<file path="config.mk">
export PLATFORM = sky130hd
export DESIGN_NAME = pipelined_wide_adder
export DESIGN_NICKNAME = d
export VERILOG_FILES = /design/src/rtl/pipelined_wide_adder_pkg.sv /design/src/rtl/adder_chunk_stage.sv /design/src/rtl/pipelined_wide_adder.sv
export SDC_FILE = /design/constraint.sdc
export NUM_CORES = 2
export LEC_CHECK = 0
export CAP_MARGIN = 0
export CORE_MARGIN = 1
export CORE_UTILIZATION = 28
export DETAILED_ROUTE_END_ITERATION = 6
export GPL_TIMING_DRIVEN = 0
export SYNTH_ARGS = -nofsm -noshare
export SYNTH_HDL_FRONTEND = slang
export SYNTH_SLANG_ARGS = --single-unit
</file>
<file path="constraint.sdc">
create_clock -name clk -period 82.7 [get_ports clk]
set_input_delay 16.54 -clock clk [delete_from_list [all_inputs] [get_ports clk]]
set_output_delay 16.54 -clock clk [all_outputs]
set_load 0.05 [all_outputs]
</file>
<file path="src/rtl/pipelined_wide_adder_pkg.sv">
// Shared sizing helpers for the pipelined wide adder.
// Latency: none (compile-time constants and functions only).
// Backpressure: n/a.
package pipelined_wide_adder_pkg;

  // Integer ceiling division for elaboration-time sizing.
  function automatic int ceil_div(input int n, input int d);
    return (n + d - 1) / d;
  endfunction

  // Number of chunk stages needed to cover a w-bit add with c-bit chunks.
  function automatic int stages_of(input int w, input int c);
    return ceil_div(w, c);
  endfunction

  // Width of the top chunk, which absorbs the remainder when c does not divide w.
  function automatic int last_w_of(input int w, input int c);
    return w - (stages_of(w, c) - 1) * c;
  endfunction

endpackage

</file>
<file path="src/rtl/adder_chunk_stage.sv">
// One chunk of the carry-pipelined adder: registered CW-bit add with carry in/out.
// Latency: 1 cycle from operands to registered sum and carry.
// Backpressure: holds its registers whenever en_i is low.
module adder_chunk_stage #(
  parameter int CW = 16
) (
  input  logic          clk,
  input  logic          rst,
  input  logic          en_i,
  input  logic [CW-1:0] a_i,
  input  logic [CW-1:0] b_i,
  input  logic          c_i,
  output logic [CW-1:0] s_o,
  output logic          c_o
);

  logic [CW:0]   sum_d;
  logic [CW-1:0] s_q;
  logic          c_q;

  assign sum_d = {1'b0, a_i} + {1'b0, b_i} + {{CW{1'b0}}, c_i};
  assign s_o   = s_q;
  assign c_o   = c_q;

  // Capture chunk sum and carry-out when the pipeline advances.
  always_ff @(posedge clk) begin
    if (rst) begin
      s_q <= '0;
      c_q <= 1'b0;
    end else if (en_i) begin
      s_q <= sum_d[CW-1:0];
      c_q <= sum_d[CW];
    end
  end

endmodule

</file>
<file path="src/rtl/pipelined_wide_adder.sv">
// Pipelined WIDTH-bit add/subtract, one CHUNK-bit carry-registered slice per stage.
// Latency: STAGES cycles from acceptance to out_valid; one result per cycle unstalled.
// Backpressure: global advance; everything freezes and in_ready drops while out_valid && !out_ready.
module pipelined_wide_adder
  import pipelined_wide_adder_pkg::*;
#(
  parameter int WIDTH = 120,
  parameter int CHUNK = 16
) (
  input  logic             clk,
  input  logic             rst,
  input  logic             in_valid,
  output logic             in_ready,
  input  logic [WIDTH-1:0] a,
  input  logic [WIDTH-1:0] b,
  input  logic             carry_in,
  input  logic             sub,
  output logic             out_valid,
  input  logic             out_ready,
  output logic [WIDTH-1:0] sum,
  output logic             carry_out,
  output logic             overflow
);

  localparam int STAGES = stages_of(WIDTH, CHUNK);
  localparam int LAST_W = last_w_of(WIDTH, CHUNK);

  logic             adv;
  logic [WIDTH-1:0] b_eff;
  logic             c_eff;
  logic             a_msb_q;
  logic             b_msb_q;

  // Subtraction is a + ~b + 1, so sub and carry_in are folded in before stage 0.
  assign adv      = !out_valid || out_ready;
  assign in_ready = adv;
  assign b_eff    = sub ? ~b : b;
  assign c_eff    = sub | carry_in;

  for (genvar k = 0; k < STAGES; k++) begin : g_stage
    localparam int LO = k * CHUNK;
    localparam int IW = WIDTH - LO;
    localparam int CW = (k == STAGES - 1) ? LAST_W : CHUNK;

    // a_in/b_in hold only the operand bits not yet consumed by earlier stages.
    logic [IW-1:0] a_in;
    logic [IW-1:0] b_in;
    logic          c_in;
    logic          vld_in;
    logic          vld_q;
    logic [CW-1:0] s;
    logic          co;

    if (k == 0) begin : g_head
      assign a_in   = a;
      assign b_in   = b_eff;
      assign c_in   = c_eff;
      assign vld_in = in_valid;
    end else begin : g_body
      // Already-computed lower sum chunks, delayed to line up with this stage.
      logic [LO-1:0] lo_q;

      assign a_in   = g_stage[k-1].g_fwd.a_fwd_q;
      assign b_in   = g_stage[k-1].g_fwd.b_fwd_q;
      assign c_in   = g_stage[k-1].co;
      assign vld_in = g_stage[k-1].vld_q;

      if (k == 1) begin : g_first
        // Pick up chunk 0 of the sum as it leaves stage 0.
        always_ff @(posedge clk) begin
          if (rst)      lo_q <= '0;
          else if (adv) lo_q <= g_stage[0].s;
        end
      end else begin : g_rest
        // Append the previous stage's chunk above the chunks it carried.
        always_ff @(posedge clk) begin
          if (rst)      lo_q <= '0;
          else if (adv) lo_q <= {g_stage[k-1].s, g_stage[k-1].g_body.lo_q};
        end
      end
    end

    if (k < STAGES - 1) begin : g_fwd
      logic [IW-CW-1:0] a_fwd_q;
      logic [IW-CW-1:0] b_fwd_q;

      // Skew: pass the upper, still-unadded operand chunks to the next stage.
      always_ff @(posedge clk) begin
        if (adv) begin
          a_fwd_q <= a_in[IW-1:CW];
          b_fwd_q <= b_in[IW-1:CW];
        end
      end
    end

    // Per-stage valid bit; bubbles travel as zero.
    always_ff @(posedge clk) begin
      if (rst)      vld_q <= 1'b0;
      else if (adv) vld_q <= vld_in;
    end

    adder_chunk_stage #(
      .CW (CW)
    ) u_chunk (
      .clk  (clk),
      .rst  (rst),
      .en_i (adv),
      .a_i  (a_in[CW-1:0]),
      .b_i  (b_in[CW-1:0]),
      .c_i  (c_in),
      .s_o  (s),
      .c_o  (co)
    );
  end

  // Operand sign bits ride alongside the top chunk for the overflow decision.
  always_ff @(posedge clk) begin
    if (rst) begin
      a_msb_q <= 1'b0;
      b_msb_q <= 1'b0;
    end else if (adv) begin
      a_msb_q <= g_stage[STAGES-1].a_in[LAST_W-1];
      b_msb_q <= g_stage[STAGES-1].b_in[LAST_W-1];
    end
  end

  if (STAGES == 1) begin : g_sum_one
    assign sum = g_stage[0].s;
  end else begin : g_sum_many
    assign sum = {g_stage[STAGES-1].s, g_stage[STAGES-1].g_body.lo_q};
  end

  assign out_valid = g_stage[STAGES-1].vld_q;
  assign carry_out = g_stage[STAGES-1].co;
  assign overflow  = (a_msb_q == b_msb_q) && (sum[WIDTH-1] != a_msb_q);

endmodule

</file>
Yosys cells after proc, flatten, opt, wreduce, memory -nomap -nowiden. Index checks and enable logic that the tools add are counted.

Bits in registers: 1370. Memories kept: 0. ROM bits: 0. RAM bits: 0. Latch bits: 0.

Bitwise logic cells: 2. $lt $le $gt $ge: 0. Multiplexer cells: 1. Shifts and indexed selects: 0. Div/mod/pow operators: 0. $mul: 0. $add $sub $neg: 16. Reductions and logical operators: 3. Equality and inequality tests: 2.

Operators with widths (number): 120-bit two-way mux (1); 120-bit inverter (1); 16-bit by 16-bit adder with 17-bit output (7); 17-bit by 1-bit adder with 17-bit output (7); 8-bit by 8-bit adder with 9-bit output (1); 9-bit by 1-bit adder with 9-bit output (1); 1-bit equality test (1); 1-bit logical AND (1); 1-bit zero test (1); 1-bit logical OR (1); 1-bit inequality test (1); 1-bit bitwise OR (1).

Depth between registers and ports, before layout.
Depth in word-level cells: 4. Mapped depth: 13. Depth with buffers taken out: 11.

By module. A second synthesis with hierarchy kept.

Cell total of the unflattened synthesis: 3806. Area, all modules: 53526.3 µm².

By module, submodules not included: pipelined_wide_adder (area each 42829.8 µm², times used 1, cells an instance 2551); adder_chunk_stage (g_stage[0].u_chunk ...) (area each 1428.9 µm², times used 3, cells an instance 173); adder_chunk_stage (g_stage[3].u_chunk ...) (area each 1463.9 µm², times used 2, cells an instance 170); adder_chunk_stage (g_stage[6].u_chunk) (area each 1406.3 µm², times used 1, cells an instance 165); adder_chunk_stage (g_stage[5].u_chunk) (area each 1396.3 µm², times used 1, cells an instance 162); adder_chunk_stage (g_stage[7].u_chunk) (area each 679.4 µm², times used 1, cells an instance 69).

Worst setup path before layout. OpenSTA, ideal clock, no wires.

Kind: input to output. From: input port out_ready. To: output port in_ready. Cell stages on the path: 5. Arrival: 38.883 ns. Setup slack: 27.277 ns. Data required time: 66.160 ns. Cell sequence: nor2b_1 -> inv_1 -> clkbuf_1 -> clkbuf_1 -> clkbuf_1.

Cells in the longest elaborated chain, start to end: 1.

Ends and longest elaborated chain: start: declaration (RTL line pipelined_wide_adder.sv:19) `input logic out_ready,`; 1-bit logical OR (RTL line pipelined_wide_adder.sv:35) `assign adv = !out_valid || out_ready;`; end: declaration (RTL line pipelined_wide_adder.sv:13) `output logic in_ready,`.

No other way between the ends.

Final worst setup path. Ends and elaborated chain as after synthesis.

==> qor.yml <==
status: "finished with violations"
violations: "DRC"
period_needed_ps: 37860
routed_via_density: 4.47
crit_top_cell: "buf_16"
root_buffer: "clkbuf_16"
cts-buffers-inserted: 139
seq_area_sq_um: 35300
seqPwrFrac_pct: 50.9
ys_warn_count: 0
num_io_pins: 370
cp_top_family: "buffers and inverters"
crit_chain: "clkdlybuf4s50_1 > nor2b_1 > inv_1 > clkbuf_1 > clkbuf_1 > clkbuf_4 > buf_16 > buf_12 > buf_16 > buf_16 > clkdlybuf4s50_1"
syn_area_per_cell_sq_um: 12.0
hold_buffers: 0
r2r-start: "out_valid"
internal_power_w: 0.00120
die_w_um: 424
startpoint_type: "input pin"
slew_headroom_pct: 12.2
grt_max_degree: 74
ant_nets: 0
dpl-instance-area_sq_um: 56800
p_leak_nw: 22.1
yosysTopAreaCellShare_pct: 47.2
post_cts_resized: 0
route.vias.total: 31900
clock-sinks: 1370
dpl.hpwl_um: 103000
swShare_pct: 24.1
start_util_pct: 28.2
pwr-share-comb_pct: 9.1
ctsHtreeMaxLevel: 4
hold_viol_final: 0
grt_pass1_vias: 31300
track_usage_pct: 14.9
grt_pass1_wl_um: 198000
dieArea_sq_um: 180000
peakVddDrop_mv: 0.0205
power_switching_w: 0.000381
post_drt_wl_per_cell_um: 19.1
synth_seq_cells: 1370
whs_path_depth: 0
timing.rr.end: "g_stage[3].g_fwd.a_fwd_q[42]"
drtPass1Iterations: 7
cts_setup_buffers: 0
antenna_found_initial: 25
fmax_mhz: 26.4
coreArea_sq_um: 176000
max-cap-violations: 0
yosysUniqueCellTypes: 68
synth_edf_count: 784
async_flop_share_pct: 0
cts_tree: "built"
place.gp.congestion: 0.876
area_growth_pct: 23.2
yosys-top-cells-count: "nand2_1 (1,073), edfxtp_1 (784), a21oi_1 (599), dfxtp_1 (586), clkbuf_1 (216)"
final_core_util_pct: 34.8
synth_ff_type: "edfxtp_1"
fin_crit_sh_pct: 45.8
fp.dieH_um: 424
synth_most_common_cell: "nand2_1"
multi_input_area_sq_um: 13600
port_buffers: 367
finish.instance_area_sq_um: 61400
yosys-top-cells-area: "edfxtp_1 (47%), dfxtp_1 (24%), nand2_1 (8.1%), a21oi_1 (6.0%), ha_1 (2.8%)"
rsz0062_at_grt: "false"
drc: 6
worst-setup-path-type: "input pin to primary output"
fin_tns_setup_ps: 0
syn_inst: 4151
drt_iter0_drc: 2135
synth_area_sq_um: 49900
fin_skew_ps: 26.4
holdPathEnd: "g_stage[4].g_fwd.b_fwd_q[2]"
fin_ws_ps: 44840
grt-ovfl-total: 0
min_from: "g_stage[3].g_fwd.b_fwd_q[18]"
tightest_slew_ps: 1320
clkTransAtPathRegs_ps: 60
clock_path_buffers: 3
rows: 154
arrival_ps: 21320
drive_gt1_share_pct: 5.00
required_ps: 66160
crit_fanout: 61
path_buf_inv: 10
p_per_area_nw_per_um2: 25.7
slowest_stage: "clkdlybuf4s50_1"
clockPowerShare_pct: 40.0
finalNetCount: 5047
hp-class: "flip-flop to flip-flop"
syn_nets: 4525
synth_top_area_cell: "edfxtp_1"
ys_seq_area_share_pct: 70.8
setup_viol: 0
pre_cts_ws_ps: 44830
fillers: 17600
clk_latency_ps: 780
crit_path_end_kind: "primary output"
drv_slew: 0
rrSetupSlack_ps: 78310
routed_wl_um: 136000
r2r_cells: 9
cpPeakStageDelay_ps: 870
-- cells in the final DEF (no fill, tap or decap), types with 6 or more instances in the layout --
master / synthesis / layout
a31oi_1: 20 / 20
and4_1: 8 / 8
nand2b_1: 9 / 9
o21a_1: 12 / 12
clkdlybuf4s50_1: 0 / 367
edfxtp_1: 784 / 784
o211ai_1: 6 / 6
nor3_1: 32 / 32
nand4_1: 19 / 19
and3_1: 14 / 14
a211oi_1: 41 / 41
clkbuf_1: 216 / 239
dfxtp_1: 586 / 586
clkbuf_8: 0 / 15
nor2_1: 111 / 111
diode_2: 0 / 9
clkinv_1: 1 / 16
and2_1: 8 / 8
clkbuf_16: 0 / 142
a21oi_1: 599 / 599
o21ai_0: 79 / 79
clkinvlp_4: 0 / 7
xor2_1: 141 / 141
fa_1: 16 / 16
xnor2_1: 36 / 36
nand2_1: 1073 / 1073
ha_1: 112 / 112
nor2b_1: 8 / 8
clkinv_2: 0 / 22
or4_1: 10 / 10
o21bai_1: 14 / 14
bufinv_16: 0 / 10
buf_16: 0 / 11
or3_1: 7 / 7
nand3_1: 39 / 39
inv_1: 37 / 37
a21o_1: 37 / 37
-- flip-flops by register name (all words and copies together), names as in the netlist --
signal,flops
g_stage.u_chunk.c_o,8
a_msb_q,1
out_valid,1
b_msb_q,1
g_stage.vld_q,7
g_stage.u_chunk.s_o,120
g_stage.g_fwd.a_fwd_q,392
g_stage.g_body.lo_q,448
g_stage.g_fwd.b_fwd_q,392
-- worst max path at each step --
| stage | slack [ps] | depth (start not counted) | from | end |
|---|---|---|---|---|
| after global routing | 44650 | 11 | out_ready | in_ready |
| after floorplan | 27280 | 5 | out_ready | in_ready |
| after global placement | 13040 | 7 | out_ready | in_ready |
| after detailed placement | 44830 | 11 | out_ready | in_ready |
| final | 44840 | 11 | out_ready | in_ready |
| after CTS | 44820 | 11 | out_ready | in_ready |
-- power groups by stage --
stage | registers (W) | logic [W] | clock network [W]
global placement | 0.000818 | 0.000142 | 0
detailed placement | 0.000818 | 0.000143 | 0
floorplan | 0.000813 | 0.0000812 | 0
global route | 0.000808 | 0.000157 | 0.000672
CTS | 0.000804 | 0.000144 | 0.000648
finish | 0.000803 | 0.000144 | 0.000631
-- worst register-to-register path, cell delays in order (launching register included) --
cell and delay [ps]:
dfxtp_1 400, nor2b_1 360, inv_1 280, clkbuf_1 620, clkbuf_1 460, clkbuf_4 580
buf_16 320, buf_12 310, buf_16 310, buf_16 390
-- per-stage QoR --
step	total power, W	hold WS (ps)	std cells
after global routing	0.00164	411	7131
after CTS	0.00160	402	7123
final	0.00158	402	7132
after floorplan	0.000894	400	4151
after global placement	0.000959	401	6858
after detailed placement	0.000961	405	6872
-- area by class of cell --
type,count,share of cell area [%]
sequential,1370,57.4
multi-input combinational,2521,22.1
buffer,222,1.37
antenna,9,0.0367
inverter,38,0.232
clock buffer,181,6.27
timing repair buffer,381,6.57
clock inverter,70,1.22
tap,2340,4.77
-- kinds of logic after synthesis --
family | count (synthesis) | share of synthesized area, %
buffers and inverters | 260 | 1.96
adder cells (fa/ha/maj) | 128 | 3.45
multiplexers | 3 | 0.0602
flip-flops | 1370 | 70.8
AO/OA/AOI/OAI | 861 | 9.69
AND/OR/NAND/NOR | 1352 | 11.0
XOR/XNOR | 177 | 3.11
-- routing by layer --
layer | up-vias | part of all wire [%] | track usage [%] | wire length [um]
li1 | 15600 | - | - | -
met1 | 15300 | 38 | 16.4 | 52100
met2 | 741 | 52 | 27.1 | 71000
met3 | 284 | 4.1 | 2.25 | 5610
met4 | 12 | 5.4 | 8.56 | 7400
met5 | - | 0.059 | 0 | 81
No activity file was read; power rests on OpenSTA's default activity.
